**config.mk**
```make
export PLATFORM = sky130hd
export DESIGN_NAME = riscv_mc_ctrl_flat
export DESIGN_NICKNAME = d
export VERILOG_FILES = /design/src/rtl/riscv_ctrl_pkg.sv /design/src/rtl/riscv_mc_ctrl_if.sv /design/src/rtl/riscv_rtype_decoder.sv /design/src/rtl/riscv_mc_ctrl.sv /design/src/flat_wrapper.sv
export SDC_FILE = /design/constraint.sdc
export NUM_CORES = 1
export LEC_CHECK = 0
export CAP_MARGIN = 20
export CORE_ASPECT_RATIO = 0.75
export CORE_MARGIN = 5
export CORE_UTILIZATION = 40
export CTS_BUF_LIST = sky130_fd_sc_hd__clkbuf_8 sky130_fd_sc_hd__clkbuf_16
export DETAILED_ROUTE_END_ITERATION = 7
export PLACE_DENSITY = 0.72
export SETUP_SLACK_MARGIN = 0.5
export SLEW_MARGIN = 20
export SYNTH_ARGS = -nofsm -noshare
export SYNTH_HDL_FRONTEND = slang
export SYNTH_SLANG_ARGS = --single-unit
```
**constraint.sdc**
```tcl
create_clock -name clk -period 2.8 [get_ports clk]
set_clock_uncertainty 0.05 [all_clocks]
set_input_delay 0.28 -clock clk [delete_from_list [all_inputs] [get_ports clk]]
set_output_delay 0.28 -clock clk [all_outputs]
set_load 0.01 [all_outputs]
```
**src/rtl/riscv_ctrl_pkg.sv**
```systemverilog
// Shared types and constants for the multi-cycle RV32I R-type controller.
package riscv_ctrl_pkg;

  typedef enum logic [1:0] {
    S_IDLE   = 2'd0,
    S_DECODE = 2'd1,
    S_EXEC   = 2'd2,
    S_WB     = 2'd3
  } state_t;

  typedef struct packed {
    logic [6:0] funct7;
    logic [4:0] rs2;
    logic [4:0] rs1;
    logic [2:0] funct3;
    logic [4:0] rd;
    logic [6:0] opcode;
  } rtype_t;

  localparam logic [6:0] OPC_RTYPE = 7'b0110011;
  localparam logic [6:0] F7_BASE   = 7'b0000000;
  localparam logic [6:0] F7_ALT    = 7'b0100000;

  localparam logic [3:0] ALU_ADD  = 4'b0000;
  localparam logic [3:0] ALU_SUB  = 4'b0001;
  localparam logic [3:0] ALU_AND  = 4'b0010;
  localparam logic [3:0] ALU_OR   = 4'b0011;
  localparam logic [3:0] ALU_XOR  = 4'b0100;
  localparam logic [3:0] ALU_SRL  = 4'b0101;
  localparam logic [3:0] ALU_SRA  = 4'b0110;
  localparam logic [3:0] ALU_SLL  = 4'b0111;
  localparam logic [3:0] ALU_SLT  = 4'b1000;
  localparam logic [3:0] ALU_SLTU = 4'b1001;

endpackage

```
**src/rtl/riscv_mc_ctrl_if.sv**
```systemverilog
// Instruction handshake plus register-file / ALU control bundle of the controller.
interface riscv_mc_ctrl_if #(parameter int CNT_W = 32) ();

  logic             instr_valid;
  logic [31:0]      instr;
  logic             halt;
  logic             instr_ready;
  logic [4:0]       rf_rs1;
  logic [4:0]       rf_rs2;
  logic [4:0]       rf_rd;
  logic             rf_we;
  logic [3:0]       alu_ctrl;
  logic             busy;
  logic             illegal;
  logic [CNT_W-1:0] retire_cnt;

  modport master (
    output instr_valid, instr, halt,
    input  instr_ready, rf_rs1, rf_rs2, rf_rd, rf_we, alu_ctrl, busy, illegal, retire_cnt
  );

  modport slave (
    input  instr_valid, instr, halt,
    output instr_ready, rf_rs1, rf_rs2, rf_rd, rf_we, alu_ctrl, busy, illegal, retire_cnt
  );

endinterface

```
**src/rtl/riscv_rtype_decoder.sv**
```systemverilog
// Purely combinational funct7/funct3 -> ALU op decode; zero latency, no handshake.
module riscv_rtype_decoder
  import riscv_ctrl_pkg::*;
(
  input  logic [6:0] funct7,
  input  logic [2:0] funct3,
  output logic [3:0] alu_ctrl,
  output logic       legal
);

  always_comb begin
    alu_ctrl = ALU_ADD;
    legal    = 1'b0;
    if (funct7 == F7_BASE) begin
      legal = 1'b1;
      case (funct3)
        3'b000:  alu_ctrl = ALU_ADD;
        3'b001:  alu_ctrl = ALU_SLL;
        3'b010:  alu_ctrl = ALU_SLT;
        3'b011:  alu_ctrl = ALU_SLTU;
        3'b100:  alu_ctrl = ALU_XOR;
        3'b101:  alu_ctrl = ALU_SRL;
        3'b110:  alu_ctrl = ALU_OR;
        default: alu_ctrl = ALU_AND;
      endcase
    end else if (funct7 == F7_ALT) begin
      // Only SUB and SRA exist in the alternate encoding space
      if (funct3 == 3'b000) begin
        legal    = 1'b1;
        alu_ctrl = ALU_SUB;
      end else if (funct3 == 3'b101) begin
        legal    = 1'b1;
        alu_ctrl = ALU_SRA;
      end
    end
  end

endmodule

```
**src/rtl/riscv_mc_ctrl.sv**
```systemverilog
// Multi-cycle R-type controller IDLE->DECODE->EXEC->WB: accept at N, rf_we at N+3, one instr per 4 cycles.
// Upstream is stalled (instr_ready low) whenever busy, in reset, or while halt is high.
module riscv_mc_ctrl
  import riscv_ctrl_pkg::*;
#(
  parameter int CNT_W = 32
) (
  input  logic           clk,
  input  logic           rst_n,
  riscv_mc_ctrl_if.slave bus
);

  state_t           state_q, state_d;
  rtype_t           ir_q;
  logic [3:0]       alu_q;
  logic             rf_we_q, rf_we_d;
  logic             illegal_q, illegal_d;
  logic             alu_ld;
  logic [CNT_W-1:0] cnt_q;
  logic [3:0]       dec_alu;
  logic             dec_legal;
  logic             legal;
  logic             accept;

  riscv_rtype_decoder u_dec (
    .funct7   (ir_q.funct7),
    .funct3   (ir_q.funct3),
    .alu_ctrl (dec_alu),
    .legal    (dec_legal)
  );

  assign legal  = dec_legal && (ir_q.opcode == OPC_RTYPE);
  assign accept = bus.instr_valid && bus.instr_ready;

  always_comb begin
    state_d   = state_q;
    rf_we_d   = 1'b0;
    illegal_d = 1'b0;
    alu_ld    = 1'b0;
    case (state_q)
      S_IDLE: begin
        if (accept) state_d = S_DECODE;
      end
      S_DECODE: begin
        if (legal) begin
          alu_ld  = 1'b1;
          state_d = S_EXEC;
        end else begin
          illegal_d = 1'b1;
          state_d   = S_IDLE;
        end
      end
      S_EXEC: begin
        // Writes to x0 are dropped but the instruction still retires
        rf_we_d = (ir_q.rd != 5'd0);
        state_d = S_WB;
      end
      default: state_d = S_IDLE;
    endcase
  end

  always_ff @(posedge clk) begin
    if (!rst_n) begin
      state_q   <= S_IDLE;
      ir_q      <= '0;
      alu_q     <= ALU_ADD;
      rf_we_q   <= 1'b0;
      illegal_q <= 1'b0;
      cnt_q     <= '0;
    end else begin
      state_q   <= state_d;
      rf_we_q   <= rf_we_d;
      illegal_q <= illegal_d;
      if (accept) ir_q <= bus.instr;
      if (alu_ld) alu_q <= dec_alu;
      if (state_q == S_WB) cnt_q <= cnt_q + CNT_W'(1);
    end
  end

  assign bus.instr_ready = rst_n && (state_q == S_IDLE) && !bus.halt;
  assign bus.busy        = (state_q != S_IDLE);
  assign bus.rf_rs1      = ir_q.rs1;
  assign bus.rf_rs2      = ir_q.rs2;
  assign bus.rf_rd       = ir_q.rd;
  assign bus.rf_we       = rf_we_q;
  assign bus.alu_ctrl    = alu_q;
  assign bus.illegal     = illegal_q;
  assign bus.retire_cnt  = cnt_q;

endmodule

```
**src/flat_wrapper.sv**
```systemverilog
// flat-port wrapper written by rule: the top's interface ports become plain ports
module riscv_mc_ctrl_flat import riscv_ctrl_pkg::*;
#(
  parameter int CNT_W = 32
)
  (clk, rst_n, bus_instr_valid, bus_instr, bus_halt, bus_instr_ready, bus_rf_rs1, bus_rf_rs2, bus_rf_rd, bus_rf_we, bus_alu_ctrl, bus_busy, bus_illegal, bus_retire_cnt);
  riscv_mc_ctrl_if #(.CNT_W(CNT_W)) bus_i ();
  input  logic clk;
  input  logic rst_n;
  input wire logic [$bits(bus_i.instr_valid)-1:0] bus_instr_valid;
  input wire logic [$bits(bus_i.instr)-1:0] bus_instr;
  input wire logic [$bits(bus_i.halt)-1:0] bus_halt;
  output wire logic [$bits(bus_i.instr_ready)-1:0] bus_instr_ready;
  output wire logic [$bits(bus_i.rf_rs1)-1:0] bus_rf_rs1;
  output wire logic [$bits(bus_i.rf_rs2)-1:0] bus_rf_rs2;
  output wire logic [$bits(bus_i.rf_rd)-1:0] bus_rf_rd;
  output wire logic [$bits(bus_i.rf_we)-1:0] bus_rf_we;
  output wire logic [$bits(bus_i.alu_ctrl)-1:0] bus_alu_ctrl;
  output wire logic [$bits(bus_i.busy)-1:0] bus_busy;
  output wire logic [$bits(bus_i.illegal)-1:0] bus_illegal;
  output wire logic [$bits(bus_i.retire_cnt)-1:0] bus_retire_cnt;
  assign bus_i.instr_valid = bus_instr_valid;
  assign bus_i.instr = bus_instr;
  assign bus_i.halt = bus_halt;
  assign bus_instr_ready = bus_i.instr_ready;
  assign bus_rf_rs1 = bus_i.rf_rs1;
  assign bus_rf_rs2 = bus_i.rf_rs2;
  assign bus_rf_rd = bus_i.rf_rd;
  assign bus_rf_we = bus_i.rf_we;
  assign bus_alu_ctrl = bus_i.alu_ctrl;
  assign bus_busy = bus_i.busy;
  assign bus_illegal = bus_i.illegal;
  assign bus_retire_cnt = bus_i.retire_cnt;
  riscv_mc_ctrl #(.CNT_W(CNT_W)) u_core (.clk(clk), .rst_n(rst_n), .bus(bus_i));
endmodule
```
==> results.md, run 1 <==
- Fin area: 4320 sq um
- Height of the die: 87.6 microns
- Metal3 WL: 513 microns
- Peak supply drop: 0.000239 V
- RSZ-0062 raised after global routing: no
- DRT iter0 DRCs: 176
- Syn Inst Count: 393
- Synth Area in Compound Gates: 0.139
- Syn Nets: 430
- Clk pin slew, worst setup/hold paths: 0.08 ns
- Crit path kind: reg -> reg
- WP data required: 3.02 ns
- Sw frac: 0.207
- Antenna Violating Nets Remaining: 0
- Rows: 28
- Dominant synthesized flop cell: dfxtp_1
- Crit-path slowest cell: or4_4
- HP Class: reg -> reg
- Fmax: 470 MHz
- Sequential area share after synthesis: 0.449
- Clock share of power: 0.454
- P_leak: 1.42 nW
- Final period utilization: 0.760
- Initial antenna violation count: 0
- Worst Path Arrival: 2.35 ns
- Via density: 5.18
- Mapped cell area: 3210 sq um
- Setup crit start kind: register
- Starting density of the core: 0.409
- Port Buffers: 90
- DP Area: 4060 sq um
- Synth unique cells: 40
- Hpwl dp: 5680 microns
- Count leader, synth: nand2_1
- Nets: 496
- Global-route wire length before repair: 12900 microns
- Commonest cells post-synth: nand2_1, dfxtp_1, a21oi_1
- Synth Area in Simple Gates: 0.279
- GRT Util Overall: 0.159
- FF+latch count, synth: 72
- DIE AREA: 9940 sq um
- Final Total Pwr: 2.18 mW
- CP endpoint kind: register
- Slew of the pin with the lowest slew margin: 0.572 ns
- Synth Area in XOR/XNOR: 0.0354
- Drt drc: 0
- Hold-fix buffers, CTS: 0
- Largest net degree at the start of global routing: 34
- YS warnings: 0
- Total iterations of the first detailed-routing run: 4
- Layout cells sized above 1: 0.0690
- Main combinational cell family by area after synthesis: simple AND/OR/NAND/NOR gates
- Core footprint: 7850 sq um
- Largest area contributor in the netlist: dfxtp_1
- GPL Wtd Cong: 0.803
- Synth top area share: 0.449
- Highest metal used: met4
- Vias in the first global route: 2736
- Outcome: finished, final reports clean
- TritonCTS Buffers: 9
- Diodes inserted: 0
- Via count: 2949
- Detail Route met2 WL: 3780 microns
- Mean Syn Cell Area: 8.17 sq um
- Sequential share of power: 0.482
- Max cap viols: 0
- Share of total power in combinational logic: 0.064
- Final Hold Viols: 0
- PwrDens: 505 nW/um^2
- Worst-skew pair later-pin latency: 0.34 ns
- H-tree depth: 3
- Post-synthesis mux area share: 0.0125
- Routed length per instance: 14.0 microns
- Fin util: 0.551
- CTS tree: yes
- Max stage delay on crit path: 0.63 ns
- Sink Count: 72
- Synth area leaders: dfxtp_1, nand2_1, a21oi_1
- Sw Pwr: 452 uW
- Fin Setup TNS: 0 ns
- Internal power: 1.73 mW
- Setup violators final: 0
- I/O pin total: 91
- Area grow syn2layout: 34.6%
- Max-slew violation total from the final report: 0
- Critical Path, Cell by Cell: nand4_4 -> or4_4 -> or4_1 -> a21oi_1
- Detailed-route wire length: 7960 microns
- Root buf cell: clkbuf_8
- Post-synth EDFFs: 0
- Post-Route M1 WL: 3640 microns
- CTS Buffer Depth: 2
- Synth Area in Adders: 0.00701
- GRT Residual Overflow: 0
- Async set-or-reset flop fraction in the synthesized netlist: 0
- Die X: 113 microns
- Min Tclk post-route: 2.13 ns
- Max_slew headroom: 0.618
- Critical path fanouts, max: 10
[metal layers]
metal	track usage	vias to the layer above
met5	0	-
met4	0.0295	0
met3	0.0642	4
met2	0.259	71
met1	0.202	1388
li1	-	1486
[path summary, 6_finish.rpt]
kind / slack, ns / to / from / depth (start not counted)
setup / recovery: 0.67 / u_core.bus.retire_cnt[29] / u_core.state_q[1] / 4
setup reg to reg: 0.67 / u_core.bus.retire_cnt[29] / u_core.state_q[1] / 4
hold / removal: 0.40 / u_core.ir_q[27] / u_core.ir_q[27] / 2
hold reg to reg: 0.40 / u_core.ir_q[27] / u_core.ir_q[27] / 2
[cell families after synthesis]
logic type | after synthesis
multiplexers | 4
XOR/XNOR | 13
AO/OA/AOI/OAI | 80
AND/OR/NAND/NOR | 174
adder cells (fa/ha/maj) | 2
flip-flops | 72
buffers and inverters | 48
[stage by stage]
| step | cells | hold slack (ns) | setup WS [ns] |
|---|---|---|---|
| final | 569 | 0.404 | 0.671 |
| after global placement | 552 | 0.390 | 0.658 |
| after floorplan | 393 | 0.366 | 0.722 |
| after global routing | 569 | 0.419 | 0.576 |
| after CTS | 568 | 0.405 | 0.523 |
| after detailed placement | 552 | 0.394 | 0.559 |
[power by group through the flow]
stage	clock (mW)	sequential (mW)	combinational [mW]
floorplan	0	1.07	0.0728
global placement	0	1.07	0.139
detailed placement	0	1.08	0.141
CTS	1.02	1.05	0.141
global route	1.06	1.05	0.154
finish	0.992	1.05	0.140
[what timing repair did]
action | in CTS | in global routing
setup buffers | 0 | 0
endpoints found under the setup margin | 0 | 11
gates resized for setup | 0 | 3
[registers in the layout, summed over array words and instances (netlist names)]
signal and count:
u_core.bus.rf_rs1 5, u_core.bus.rf_we 1, u_core.state_q 2, u_core.bus.alu_ctrl 4, u_core.bus.rf_rs2 5, u_core.bus.illegal 1
u_core.bus.rf_rd 5, u_core.ir_q 17, u_core.bus.retire_cnt 32
[cells in the final DEF (no fill, tap or decap), types with 2 or more instances in the layout]
master,count
clkdlybuf4s50_1,90
nand2_1,84
dfxtp_1,72
a21oi_1,56
or4_1,16
nor2_1,15
o31ai_1,15
nand3_1,11
clkbuf_8,10
xnor2_1,9
nand4_1,7
inv_1,6
or3_1,6
buf_4,6
nor3_1,5
o21ai_0,5
xor2_1,4
mux2i_1,4
nand2b_1,4
nor4_1,4
and4_1,3
bufinv_16,3
or2_2,2
and3_1,2
nand4b_1,2
nand3b_1,2
o211ai_1,2
and2_1,2
or4_4,2
[critical path, delay by kind of cell (launching register included)]
kind               cells  cell delay (ns)
and+or+nand+nor        3             1.32
AOI/OAI and AO/OA      1             0.15
DFF                    1             0.54
[final cells by class]
| class | instances | area [sq um] |
|---|---|---|
| sequential | 72 | 1440 |
| inverter | 6 | 22.5 |
| tap | 105 | 131 |
| timing repair buffer | 96 | 946 |
| clock buffer | 10 | 138 |
| fill | 744 | 3520 |
| clock inverter | 6 | 108 |
| multi-input combinational | 274 | 1540 |
Power figures use the tool's default switching activity.
==> run 2, diff against run 1 <==
Clock period 2.8 ns to 2.2 ns, I/O delays scaled along.
==> run 2 against run 1 <==
  * Sequential share of layout area down 1.6 points
  * Critical path depth unchanged
  * Sequential cell count unchanged
  * Core utilization up 5.2 points
  * Hold slack worse by 0.025 ns
  * Setup slack worse by 0.26 ns
  * Cell area up 9.5%
  * Clock power up 12%
  * First-iteration DRC count up 28%
==> results.md, run 2 (synthesis gave the netlist of run 1 again) <==
- Crit path kind: reg -> reg
- Max-slew violation total from the final report: 0
- GRT Residual Overflow: 0
- Max reg flops: 32
- Area grow syn2layout: 47.4%
- Min-Delay Path Depth: 3
- Initial antenna violation count: 0
- Critical Path, Cell by Cell: nand4_4 -> or4_4 -> or4_4 -> a21oi_2
- Max_slew headroom: 0.727
- Fmax: 558 MHz
- Layout cells sized above 1: 0.206
- P_leak: 1.62 nW
- Fill cells: 691
- Most frequent cells in the layout: clkdlybuf4s50_1, nand2_1, a21oi_1
- Clk pin slew, worst setup/hold paths: 0.07 ns
- Global-route wire length before repair: 14100 microns
- Area occupied by multi-input gates: 1660 sq um
- Hold-fix buffers, CTS: 0
- DP Worst Slack: 0.320 ns
- Worst Path Arrival: 2.01 ns
- Min Tclk post-route: 1.79 ns
- HP Class: in -> reg
- TritonCTS Buffers: 9
- Max cap viols: 0
- Starting density of the core: 0.409
- GPL Wtd Cong: 0.802
- Worst-skew pair later-pin latency: 0.33 ns
- DRT iter0 DRCs: 225
- Finished Layout Cells: 600
- Final period utilization: 0.815
- DP Area: 4190 sq um
- R2R Setup Slk: 0.41 ns
- Most common cell after layout, fill and taps aside: clkdlybuf4s50_1
- Height of the die: 87.6 microns
- Sink Count: 72
- I/O pin total: 91
- CTS tree: yes
- CP most frequent cell: or4_4
- Setup violators final: 0
- Placed Cells incl. Taps: 556
- Via count: 3086
- Nets: 527
- Critical path fanouts, max: 6
- Fin area: 4730 sq um
- Outcome: finished, final reports clean
- Final Hold Viols: 0
- Reg area: 1500 sq um
- Rows: 28
- Via density: 5.14
- Detailed-route wire length: 8830 microns
- CP delay by family, top: simple AND/OR/NAND/NOR gates
- Core footprint: 7850 sq um
- Slew of the pin with the lowest slew margin: 0.406 ns
- Setup crit start kind: register
- R2R depth: 4
- Largest net degree at the start of global routing: 34
- Fin util: 0.603
- CTS Buffer Depth: 2
- Port Buffers: 90
- Diodes inserted: 0
- CP endpoint kind: register
- Fin worst setup slack: 0.406 ns
- Worst Hold End: u_core.bus.rf_rs2[4]
- Drt drc: 0
- Crit-path slowest cell: or4_4
- Total iterations of the first detailed-routing run: 4
- WP data required: 2.42 ns
- Hold wc startpoint: bus_instr[24]
- PwrDens: 554 nW/um^2
- Max stage delay on crit path: 0.60 ns
- Reg2Reg Launch Point: u_core.bus.retire_cnt[6]
- GRT Util Overall: 0.176
- DIE AREA: 9940 sq um
- Vias in the first global route: 2864
- RSZ-0062 raised after global routing: yes
- Worst path bufs/invs: 0
- Fin Setup TNS: 0 ns
- Root buf cell: clkbuf_8
- Peak supply drop: 0.000314 V
- Routed length per instance: 14.7 microns
- Die X: 113 microns
- FF-to-FF End: u_core.bus.retire_cnt[25]
- Antenna Violating Nets Remaining: 0
- Hpwl dp: 5550 microns
- H-tree depth: 3
==> run 2: stage by stage <==
| step | power (mW) | hold WS (ns) |
|---|---|---|
| 3_3_place_gp | 1.54 | 0.392 |
| 4_1_cts | 2.66 | 0.362 |
| 5_1_grt | 2.75 | 0.368 |
| 3_5_place_dp | 1.54 | 0.395 |
| 2_1_floorplan | 1.44 | 0.306 |
| 6_report | 2.62 | 0.379 |
==> run 2: final cells by class <==
type                            instances  area share
Inverter                                6     0.00476
Clock inverter                          3     0.00819
Multi-Input combinational cell        275       0.351
Timing Repair Buffer                  126       0.253
Sequential cell                        72       0.317
Clock buffer                           13      0.0378
Tap cell                              105      0.0277
==> run 2: timing repair <==
item	CTS	global route
setup endpoints to repair	25	35
gates resized for setup	20	20
cloned	1	1
setup buffers	22	4
pin swaps	5	6
==> run 2: worst max-delay path by stage <==
stage,startpoint,endpoint,cells past startpoint
5_1_grt,u_core.bus.retire_cnt[1],u_core.bus.retire_cnt[24],5
4_1_cts,u_core.bus.retire_cnt[4],u_core.bus.retire_cnt[25],4
2_1_floorplan,u_core.bus.retire_cnt[1],u_core.bus.retire_cnt[28],6
6_report,u_core.bus.retire_cnt[6],u_core.bus.retire_cnt[25],4
3_3_place_gp,u_core.bus.retire_cnt[3],u_core.bus.retire_cnt[30],4
3_5_place_dp,u_core.bus.retire_cnt[0],u_core.bus.retire_cnt[28],5
==> run 2: worst register-to-register path, cell delays in order, from the launching register on <==
cell and delay, ns:
dfxtp_4 0.36, nand4_4 0.14, or4_4 0.61, or4_4 0.44, a21oi_2 0.14
==> run 2: layer usage <==
layer / global-route usage / part of all wire / up-vias
met5: 0 / 0 / -
met4: 0.0437 / 0.0054 / 0
met3: 0.0691 / 0.067 / 6
met2: 0.270 / 0.45 / 82
met1: 0.234 / 0.47 / 1438
li1: - / - / 1560
==> run 2: report_power, final <==
part           internal (mW)  switching [mW]  leakage [nW]
Combinational          0.109          0.0834         0.908
Clock                  0.643           0.464         0.117
Sequential              1.31          0.0164         0.597
